==> src/rtl/division_if.sv <==
// Start/busy/done handshake and operand/result bundle for the divider.
// The controller drives the master side; the divider is the slave.
interface division_if #(
    parameter int WIDTH  = 4,
    parameter int DWIDTH = 2
);
    logic              start;
    logic [WIDTH-1:0]  dividend;
    logic [DWIDTH-1:0] divisor;
    logic              busy;
    logic              done;
    logic [WIDTH-1:0]  quotient;
    logic [DWIDTH-1:0] remainder;
    logic              div_by_zero;

    modport master (
        output start,
        output dividend,
        output divisor,
        input  busy,
        input  done,
        input  quotient,
        input  remainder,
        input  div_by_zero
    );

    modport slave (
        input  start,
        input  dividend,
        input  divisor,
        output busy,
        output done,
        output quotient,
        output remainder,
        output div_by_zero
    );
endinterface

==> src/rtl/division_unit.sv <==
// Sequential restoring divider: one quotient bit per clock, MSB first.
// Results are held in output registers until the next accepted start.
module division_unit #(
    parameter int WIDTH  = 4,
    parameter int DWIDTH = 2
) (
    input  logic      clk,
    input  logic      rst_n,
    division_if.slave bus
);
    localparam int CW = $clog2(WIDTH + 1);

    typedef enum logic [1:0] {
        S_IDLE,
        S_DIV,
        S_DONE
    } state_t;

    state_t            state_q, state_d;
    logic [CW-1:0]     cnt_q, cnt_d;
    logic [WIDTH-1:0]  dvd_q, dvd_d;
    logic [DWIDTH-1:0] dvs_q, dvs_d;
    logic [DWIDTH-1:0] rem_q, rem_d;
    logic [WIDTH-1:0]  quo_q, quo_d;
    logic [WIDTH-1:0]  qout_q, qout_d;
    logic [DWIDTH-1:0] rout_q, rout_d;
    logic              dbz_q, dbz_d;
    logic              busy_q, busy_d;
    logic              done_q, done_d;

    logic [DWIDTH:0]   r_ext;
    logic [DWIDTH-1:0] r_sub;
    logic [DWIDTH-1:0] r_next;
    logic [WIDTH-1:0]  q_next;
    logic              qbit;

    // One restoring step; the subtraction only needs DWIDTH bits since
    // whenever it is taken the true difference is below the divisor.
    always_comb begin
        r_ext  = {rem_q, dvd_q[WIDTH-1]};
        qbit   = (r_ext >= {1'b0, dvs_q});
        r_sub  = r_ext[DWIDTH-1:0] - dvs_q;
        r_next = qbit ? r_sub : r_ext[DWIDTH-1:0];
        q_next = {quo_q[WIDTH-2:0], qbit};
    end

    // Next-state and datapath update for IDLE/DIV/DONE.
    always_comb begin
        state_d = state_q;
        cnt_d   = cnt_q;
        dvd_d   = dvd_q;
        dvs_d   = dvs_q;
        rem_d   = rem_q;
        quo_d   = quo_q;
        qout_d  = qout_q;
        rout_d  = rout_q;
        dbz_d   = dbz_q;
        busy_d  = 1'b0;
        done_d  = 1'b0;
        unique case (state_q)
            S_IDLE, S_DONE: begin
                state_d = S_IDLE;
                if (bus.start) begin
                    dvd_d  = bus.dividend;
                    dvs_d  = bus.divisor;
                    rem_d  = '0;
                    quo_d  = '0;
                    qout_d = '0;
                    rout_d = '0;
                    dbz_d  = 1'b0;
                    if (bus.divisor != '0) begin
                        state_d = S_DIV;
                        cnt_d   = CW'(WIDTH);
                        busy_d  = 1'b1;
                    end else begin
                        state_d = S_DONE;
                        done_d  = 1'b1;
                        qout_d  = '1;
                        dbz_d   = 1'b1;
                    end
                end
            end
            S_DIV: begin
                rem_d = r_next;
                quo_d = q_next;
                dvd_d = {dvd_q[WIDTH-2:0], 1'b0};
                cnt_d = cnt_q - CW'(1);
                if (cnt_q == CW'(1)) begin
                    state_d = S_DONE;
                    done_d  = 1'b1;
                    qout_d  = q_next;
                    rout_d  = r_next;
                end else begin
                    busy_d = 1'b1;
                end
            end
            default: begin
                state_d = S_IDLE;
            end
        endcase
    end

    // State and datapath registers; reset discards any division in flight.
    always_ff @(posedge clk or negedge rst_n) begin
        if (!rst_n) begin
            state_q <= S_IDLE;
            cnt_q   <= '0;
            dvd_q   <= '0;
            dvs_q   <= '0;
            rem_q   <= '0;
            quo_q   <= '0;
            qout_q  <= '0;
            rout_q  <= '0;
            dbz_q   <= 1'b0;
            busy_q  <= 1'b0;
            done_q  <= 1'b0;
        end else begin
            state_q <= state_d;
            cnt_q   <= cnt_d;
            dvd_q   <= dvd_d;
            dvs_q   <= dvs_d;
            rem_q   <= rem_d;
            quo_q   <= quo_d;
            qout_q  <= qout_d;
            rout_q  <= rout_d;
            dbz_q   <= dbz_d;
            busy_q  <= busy_d;
            done_q  <= done_d;
        end
    end

    assign bus.busy        = busy_q;
    assign bus.done        = done_q;
    assign bus.quotient    = qout_q;
    assign bus.remainder   = rout_q;
    assign bus.div_by_zero = dbz_q;
endmodule

==> src/flat_wrapper.sv <==
// flat-port wrapper written by rule: the top's interface ports become plain ports
module division_unit_flat 
#(
    parameter int WIDTH  = 4,
    parameter int DWIDTH = 2
)
  (clk, rst_n, bus_start, bus_dividend, bus_divisor, bus_busy, bus_done, bus_quotient, bus_remainder, bus_div_by_zero);
  division_if #(.WIDTH(WIDTH), .DWIDTH(DWIDTH)) bus_i ();
  input  logic clk;
  input  logic rst_n;
  input wire logic [$bits(bus_i.start)-1:0] bus_start;
  input wire logic [$bits(bus_i.dividend)-1:0] bus_dividend;
  input wire logic [$bits(bus_i.divisor)-1:0] bus_divisor;
  output wire logic [$bits(bus_i.busy)-1:0] bus_busy;
  output wire logic [$bits(bus_i.done)-1:0] bus_done;
  output wire logic [$bits(bus_i.quotient)-1:0] bus_quotient;
  output wire logic [$bits(bus_i.remainder)-1:0] bus_remainder;
  output wire logic [$bits(bus_i.div_by_zero)-1:0] bus_div_by_zero;
  assign bus_i.start = bus_start;
  assign bus_i.dividend = bus_dividend;
  assign bus_i.divisor = bus_divisor;
  assign bus_busy = bus_i.busy;
  assign bus_done = bus_i.done;
  assign bus_quotient = bus_i.quotient;
  assign bus_remainder = bus_i.remainder;
  assign bus_div_by_zero = bus_i.div_by_zero;
  division_unit #(.WIDTH(WIDTH), .DWIDTH(DWIDTH)) u_core (.clk(clk), .rst_n(rst_n), .bus(bus_i));
endmodule
==> config.mk <==
export PLATFORM = sky130hd
export DESIGN_NAME = division_unit_flat
export DESIGN_NICKNAME = d
export VERILOG_FILES = /design/src/rtl/division_if.sv /design/src/rtl/division_unit.sv /design/src/flat_wrapper.sv
export SDC_FILE = /design/constraint.sdc
export NUM_CORES = 1
export LEC_CHECK = 0
export ABC_CLOCK_PERIOD_IN_PS = 4850
export CAP_MARGIN = 10
export CORE_MARGIN = 10
export CORE_UTILIZATION = 55
export CTS_CLUSTER_SIZE = 14
export DETAILED_ROUTE_END_ITERATION = 7
export GPL_ROUTABILITY_DRIVEN = 0
export GPL_TIMING_DRIVEN = 0
export PLACE_DENSITY = 0.81
export SETUP_SLACK_MARGIN = 0.2
export SLEW_MARGIN = 40
export SYNTH_ARGS = -nofsm -noshare
export SYNTH_HDL_FRONTEND = slang
export SYNTH_SLANG_ARGS = --single-unit
==> constraint.sdc <==
create_clock -name clk -period 4.85 [get_ports clk]
set_clock_uncertainty 0.1 [all_clocks]
set_input_delay 0.97 -clock clk [delete_from_list [all_inputs] [get_ports clk]]
set_output_delay 0.97 -clock clk [all_outputs]
set_load 0.005 [all_outputs]
==> results of run 1 <==
-- synthesized netlist by cell type (2+ instances only) --
cell,instances
nor2_1,8
o31ai_1,3
a31oi_1,3
nand2b_1,4
ha_1,4
nor3_1,2
a211oi_1,2
o2bb2ai_1,3
nand3_1,2
a22o_1,3
inv_1,4
a2bb2oi_1,3
nand2_1,16
o22ai_1,6
o21ai_0,3
buf_2,3
nor2b_1,4
dfrtp_1,25
-- layer usage --
metal,GRT usage (%),vias up
met5,0,-
met2,18.5,17
met1,13.5,420
li1,-,432
met3,3.05,0
met4,3.21,0
-- where the power goes --
group	internal [mW]	switching, mW
combinational	0.234	0.222
sequential	0.307	0.0616
clock	0.0321	0.0584
-- flip-flops by register name (all words and copies together) (netlist names), 2 cells and up --
| signal | flops |
|---|---|
| u_core.bus.quotient | 4 |
| u_core.bus.remainder | 2 |
| u_core.cnt_q | 3 |
| u_core.dvd_q | 4 |
| u_core.dvs_q | 2 |
| u_core.quo_q | 3 |
| u_core.rem_q | 2 |
| u_core.state_q | 2 |
-- worst max path at each step --
stage / from / cells past startpoint / endpoint / slack, ns
5_1_grt: u_core.bus.quotient[0] / 1 / bus_quotient[0] / 2.50
3_3_place_gp: bus_divisor[1] / 4 / u_core.bus.quotient[0] / 2.41
4_1_cts: u_core.bus.quotient[3] / 1 / bus_quotient[3] / 2.55
6_report: u_core.bus.quotient[3] / 1 / bus_quotient[3] / 2.57
2_1_floorplan: bus_start / 5 / u_core.cnt_q[0] / 3.08
3_5_place_dp: bus_divisor[1] / 4 / u_core.bus.quotient[0] / 2.35
-- cells in the final DEF (no fill, tap or decap), types with 2 or more instances in the layout --
cell,count
a2bb2oi_1,3
dfrtp_1,25
o2bb2ai_1,3
inv_1,4
nor2b_1,4
a22o_1,3
a211oi_1,2
ha_1,4
clkdlybuf4s50_1,16
a31oi_1,3
o21ai_0,3
o22ai_1,6
clkbuf_4,3
buf_2,4
nand2b_1,4
nand2_1,16
o31ai_1,3
nand3_1,2
nor3_1,2
nor2_1,8
-- stage by stage --
step / util [%] / hold WS, ns / cells / worst slack, ns / power, mW
final: 69.6 / 0.403 / 158 / 2.57 / 0.916
after floorplan: - / 0.352 / 110 / 3.08 / 0.677
after detailed placement: 68.2 / 0.371 / 154 / 2.35 / 0.834
after global routing: 69.6 / 0.439 / 158 / 2.50 / 0.998
after global placement: 68.5 / 0.371 / 154 / 2.41 / 0.816
after CTS: 69.6 / 0.405 / 158 / 2.55 / 0.924
-- final cells by class --
type,count,share of cell area (%)
inverters,4,1.09
flip-flops and latches,25,45.4
clock buffers,4,1.91
plain buffers,5,2.45
well taps,27,2.45
repair buffers,17,12.0
multi-input cells,76,34.8
-- cells by family after synthesis --
family                   share of synthesized area [%]
AO/OA/AOI/OAI                                     18.1
AND/OR/NAND/NOR                                   18.3
flip-flops                                        54.2
XOR/XNOR                                         0.759
buffers and inverters                             4.23
adder cells (fa/ha/maj)                           4.34
==> out/qor.txt, run 1 <==
Status: completed
Die X: 65.8 um
Wire per inst: 14.6 um
TritonCTS clock tree: built
Die area: 4330 um2
Placed inst area: 1350 um2
Mapped cell area: 1150 um2
Rel. slew slack: 60.8%
Slew @ Worst Pin: 0.586 ns
Ys async rst share: 100%
Critical Path AT: 1.21 ns
Reg2reg setup slack: 3.21 ns
Crit path max-delay cell type: clkdlybuf4s50_1
Via/cell ratio: 5.50
Sequential Area: 626 um2
Final instance area: 1380 um2
DR pass1 iterations: 4
Clock Sinks: 25
Starting density of the core: 58.2%
Max rail drop VDD: 0.383 mV
Floorplan Core Area: 1980 um2
NumNets Final: 145
Crit Path Category: reg2out
Clock Latency Late Sink: 0.31 ns
Final period util: 47.1%
R2r endpoint: u_core.bus.remainder[1]
Initial antenna violation count: 0
FF-to-FF Start: u_core.rem_q[0]
CP Data Required Time: 3.78 ns
Sum Neg Setup Slack: 0 ns
Met3 WL post-DR: 139 um
Initial DRC Count: 36
Hold wc startpoint: u_core.dvs_q[0]
Final hold vios: 0
Worst Reg2Reg Path Length in Cells: 4
Area growth, synth to finish: 19.5%
I/O pins: 18
Post-DRT Antenna Nets: 0
Post-CTS Setup Repair Bufs: 0
Clock Pin Slew Worst Setup and Hold Paths: 0.13 ns
Number of global-route vias before repair: 866
Post-cts resize count: 0
Total global-route track usage: 11.1%
First-pass GRT wire length: 3840 um
Sequential area share after synthesis: 54.2%
Number of synthesized flops with an enable pin: 0
Largest net degree at the start of global routing: 26
Top FF cell, synth: dfrtp_1
Final setup vio count: 0
Routed Wire Length: 2310 um
Fmax: 0.438 GHz
Share of the synthesized area in the top cell type: 54.2%
Crit-path cells: clkdlybuf4s50_1
Met2 Wirelength: 1140 um
Via count: 869
Die Y: 65.8 um
Layout cells sized above 1: 8.40%
Worst Path Buf+Inv: 1
Synth area leader: dfrtp_1
RSZ-0062 raised after global routing: no
CTS root buffer: clkbuf_4
Inserted Diodes: 0
# H-tree levels: 1
FP Rows: 16
Peak per-stage delay on the critical path: 0.52 ns
CP delay by family, top: buffers and inverters
Top Metal Used: met3
Syn avg cell area: 10.5 um2
CP Launch Type: flip-flop
CP endpoint kind: output port
Fill count: 156
Largest cells by area after synthesis: dfrtp_1, nand2_1, ha_1
Post-CTS Hold Buffers: 0
Max Cap Viol: 0
Max Slew Vio Count: 0
Leakage power: 0.620 nW
Clock Path Buffers: 2
Hold Crit Class: reg2reg
Final min period: 2.28 ns
Synth Instances: 110
PwrDens: 664 nW/um2
TritonCTS Buffers: 3
Multi-input logic area: 479 um2
Post-DP HPWL: 1770 um
Port bufs: 17
Synth warnings: 0
Crit path max fanout: 2
End point of the worst hold path: u_core.dvs_q[0]
Mapped Nets: 123
Global route total overflow: 0
M1 WL: 1030 um
Post-synth cell types: 30
Seq cells post-synth: 25
Min-Delay Path Depth: 2
Number of remaining DRC errors: 0
(Power assumes the default switching activity.)
==> inputs of run 2 (changes only) <==
- ABC_CLOCK_PERIOD_IN_PS: 4850 -> 1950
- CORE_UTILIZATION: 55 -> 47
- PLACE_DENSITY: 0.81 -> 0.74
- clock period: 4.85 -> 1.95 ns (I/O delays scaled with it)
==> out/qor.txt, run 2 (same netlist as run 1, synthesis figures left out) <==
Starting density of the core: 50.7% (-7.5 points)
CP delay by family, top: buffers and inverters
Reg2reg setup slack: 0.31 ns (-2.90 ns)
Total global-route track usage: 10.5% (-0.52 points)
Initial DRC Count: 26 (-28%)
Via/cell ratio: 5.72 (+4.0%)
CP Launch Type: flip-flop
CTS root buffer: clkbuf_4
Area growth, synth to finish: 23.2%
Clock Pin Slew Worst Setup and Hold Paths: 0.14 ns (about the same)
I/O pins: 18 (unchanged)
Clock Sinks: 25 (unchanged)
Worst Reg2Reg Path Length in Cells: 5 (+1)
Crit-path cells: clkdlybuf4s50_1
Via count: 927 (+6.7%)
Slew @ Worst Pin: 0.618 ns (+0.0322 ns)
Max Cap Viol: 0 (unchanged)
Multi-input logic area: 492 um2 (+2.6%)
Clock Path Buffers: 2 (unchanged)
PwrDens: 1670 nW/um2 (+150%)
Final instance area: 1420 um2 (+3.1%)
Critical Path AT: 1.22 ns (about the same)
Fmax: 0.584 GHz
Hold Slack: 0.406 ns (+0.00286 ns)
Die X: 69.5 um (+5.7%)
First-pass GRT wire length: 4290 um (+12%)
Max rail drop VDD: 0.976 mV (+150%)
Most frequent cells in the layout: dfrtp_1, nand2_1, clkdlybuf4s50_1
RSZ-0062 raised after global routing: yes
Global route total overflow: 0 (unchanged)
Crit path max-delay cell type: clkdlybuf4s50_1
Fin util: 62.5% (-7.1 points)
Routed Wire Length: 2500 um (+8.3%)
Power Total: 2.38 mW (+160%)
FF-to-FF Start: u_core.dvd_q[3]
Max Slew Vio Count: 0 (unchanged)
R2r endpoint: u_core.rem_q[1]
Crit path max fanout: 2 (unchanged)
Final min period: 1.71 ns
Worst setup margin: 0.237 ns (-2.33 ns)
Fill count: 212 (+36%)
Final period util: 87.8%
Floorplan Core Area: 2280 um2 (+15%)
Status: completed
Initial antenna violation count: 0 (unchanged)
Clock Latency Late Sink: 0.33 ns (+0.02 ns)
Inserted Diodes: 0 (unchanged)
TritonCTS Buffers: 3 (unchanged)
Crit Path Category: reg2out
Largest net degree at the start of global routing: 26 (unchanged)
# H-tree levels: 1 (unchanged)
Sum Neg Setup Slack: 0 ns (unchanged)
CP Data Required Time: 1.46 ns (-2.32 ns)
FP Rows: 17 (+1)
Final hold vios: 0 (unchanged)
Worst Setup EP: bus_quotient[2]
Commonest non-fill, non-tap cell in the layout: dfrtp_1
Final setup vio count: 0 (unchanged)
WP depth: 1 (unchanged)
Min-Delay Path Depth: 2 (unchanged)
NumNets Final: 148 (+2.1%)
Post-DRT Antenna Nets: 0 (unchanged)
TritonCTS clock tree: built
Placed inst area: 1350 um2 (about the same)
Sequential Area: 626 um2 (unchanged)
Non-Filler Instances: 162 (+2.5%)
Number of remaining DRC errors: 0 (unchanged)
Die Y: 69.5 um (+5.7%)
Number of global-route vias before repair: 952 (+9.9%)
Rel. slew slack: 58.6% (-2.2 points)
Layout cells sized above 1: 11.2% (+2.8 points)
Placed cell count: 155 (+0.65%)
CP startpoint: u_core.bus.quotient[2]
Peak per-stage delay on the critical path: 0.51 ns (about the same)
Hold Crit Class: reg2reg
Port bufs: 17 (unchanged)
Worst Path Buf+Inv: 1 (unchanged)
Die area: 4840 um2 (+12%)
DR pass1 iterations: 4 (unchanged)
Post-place setup slack: 0.0785 ns (-2.27 ns)
Leakage power: 0.644 nW (+3.8%)
Wire per inst: 15.4 um (+5.7%)
Post-DP HPWL: 1830 um (+2.9%)
CP endpoint kind: output port
[run 2: power by group]
group,switching [mW],total [mW],internal [mW]
Clock,0.157,0.234,0.0770
Sequential,0.160,0.924,0.764
Combinational,0.590,1.22,0.632
[run 2: how the worst min path moves through the flow]
stage / endpoint / start / slack [ns]
after floorplan: u_core.bus.busy / rst_n / -0.006
after global placement: u_core.dvs_q[0] / u_core.dvs_q[0] / 0.37
after detailed placement: u_core.bus.done / rst_n / 0.32
after CTS: u_core.dvs_q[0] / u_core.dvs_q[0] / 0.41
after global routing: u_core.dvs_q[0] / u_core.dvs_q[0] / 0.45
final: u_core.dvs_q[0] / u_core.dvs_q[0] / 0.41
[run 2: cell type report]
| type | count | area share, % |
|---|---|---|
| Sequential cell | 25 | 44.0 |
| Multi-Input combinational cell | 76 | 34.6 |
| Timing Repair Buffer | 20 | 13.6 |
| Tap cell | 28 | 2.46 |
| Buffer | 5 | 2.38 |
| Clock buffer | 3 | 1.58 |
| Inverter | 4 | 1.06 |
| Clock inverter | 1 | 0.352 |
[run 2: repair_timing]
| item | CTS | global route |
|---|---|---|
| setup endpoints to repair | 0 | 4 |
| hold endpoints to repair | 25 | 0 |
| setup buffers | 0 | 2 |
| gates resized for setup | 0 | 2 |
| hold buffers | 1 | 0 |
[run 2: tightest hold or removal path, stage by stage, from the launching register on]
cell     delay, ns
dfrtp_1       0.37
nand2_1       0.05
nand2_1       0.06
[run 2: routing by layer]
layer  up-vias  wire [um]  track usage (%)
met5         -          0                0
met4         0         54             5.99
met3         6        140             3.00
met2        28       1160             16.8
met1       451       1150             12.2
li1        442          -                -
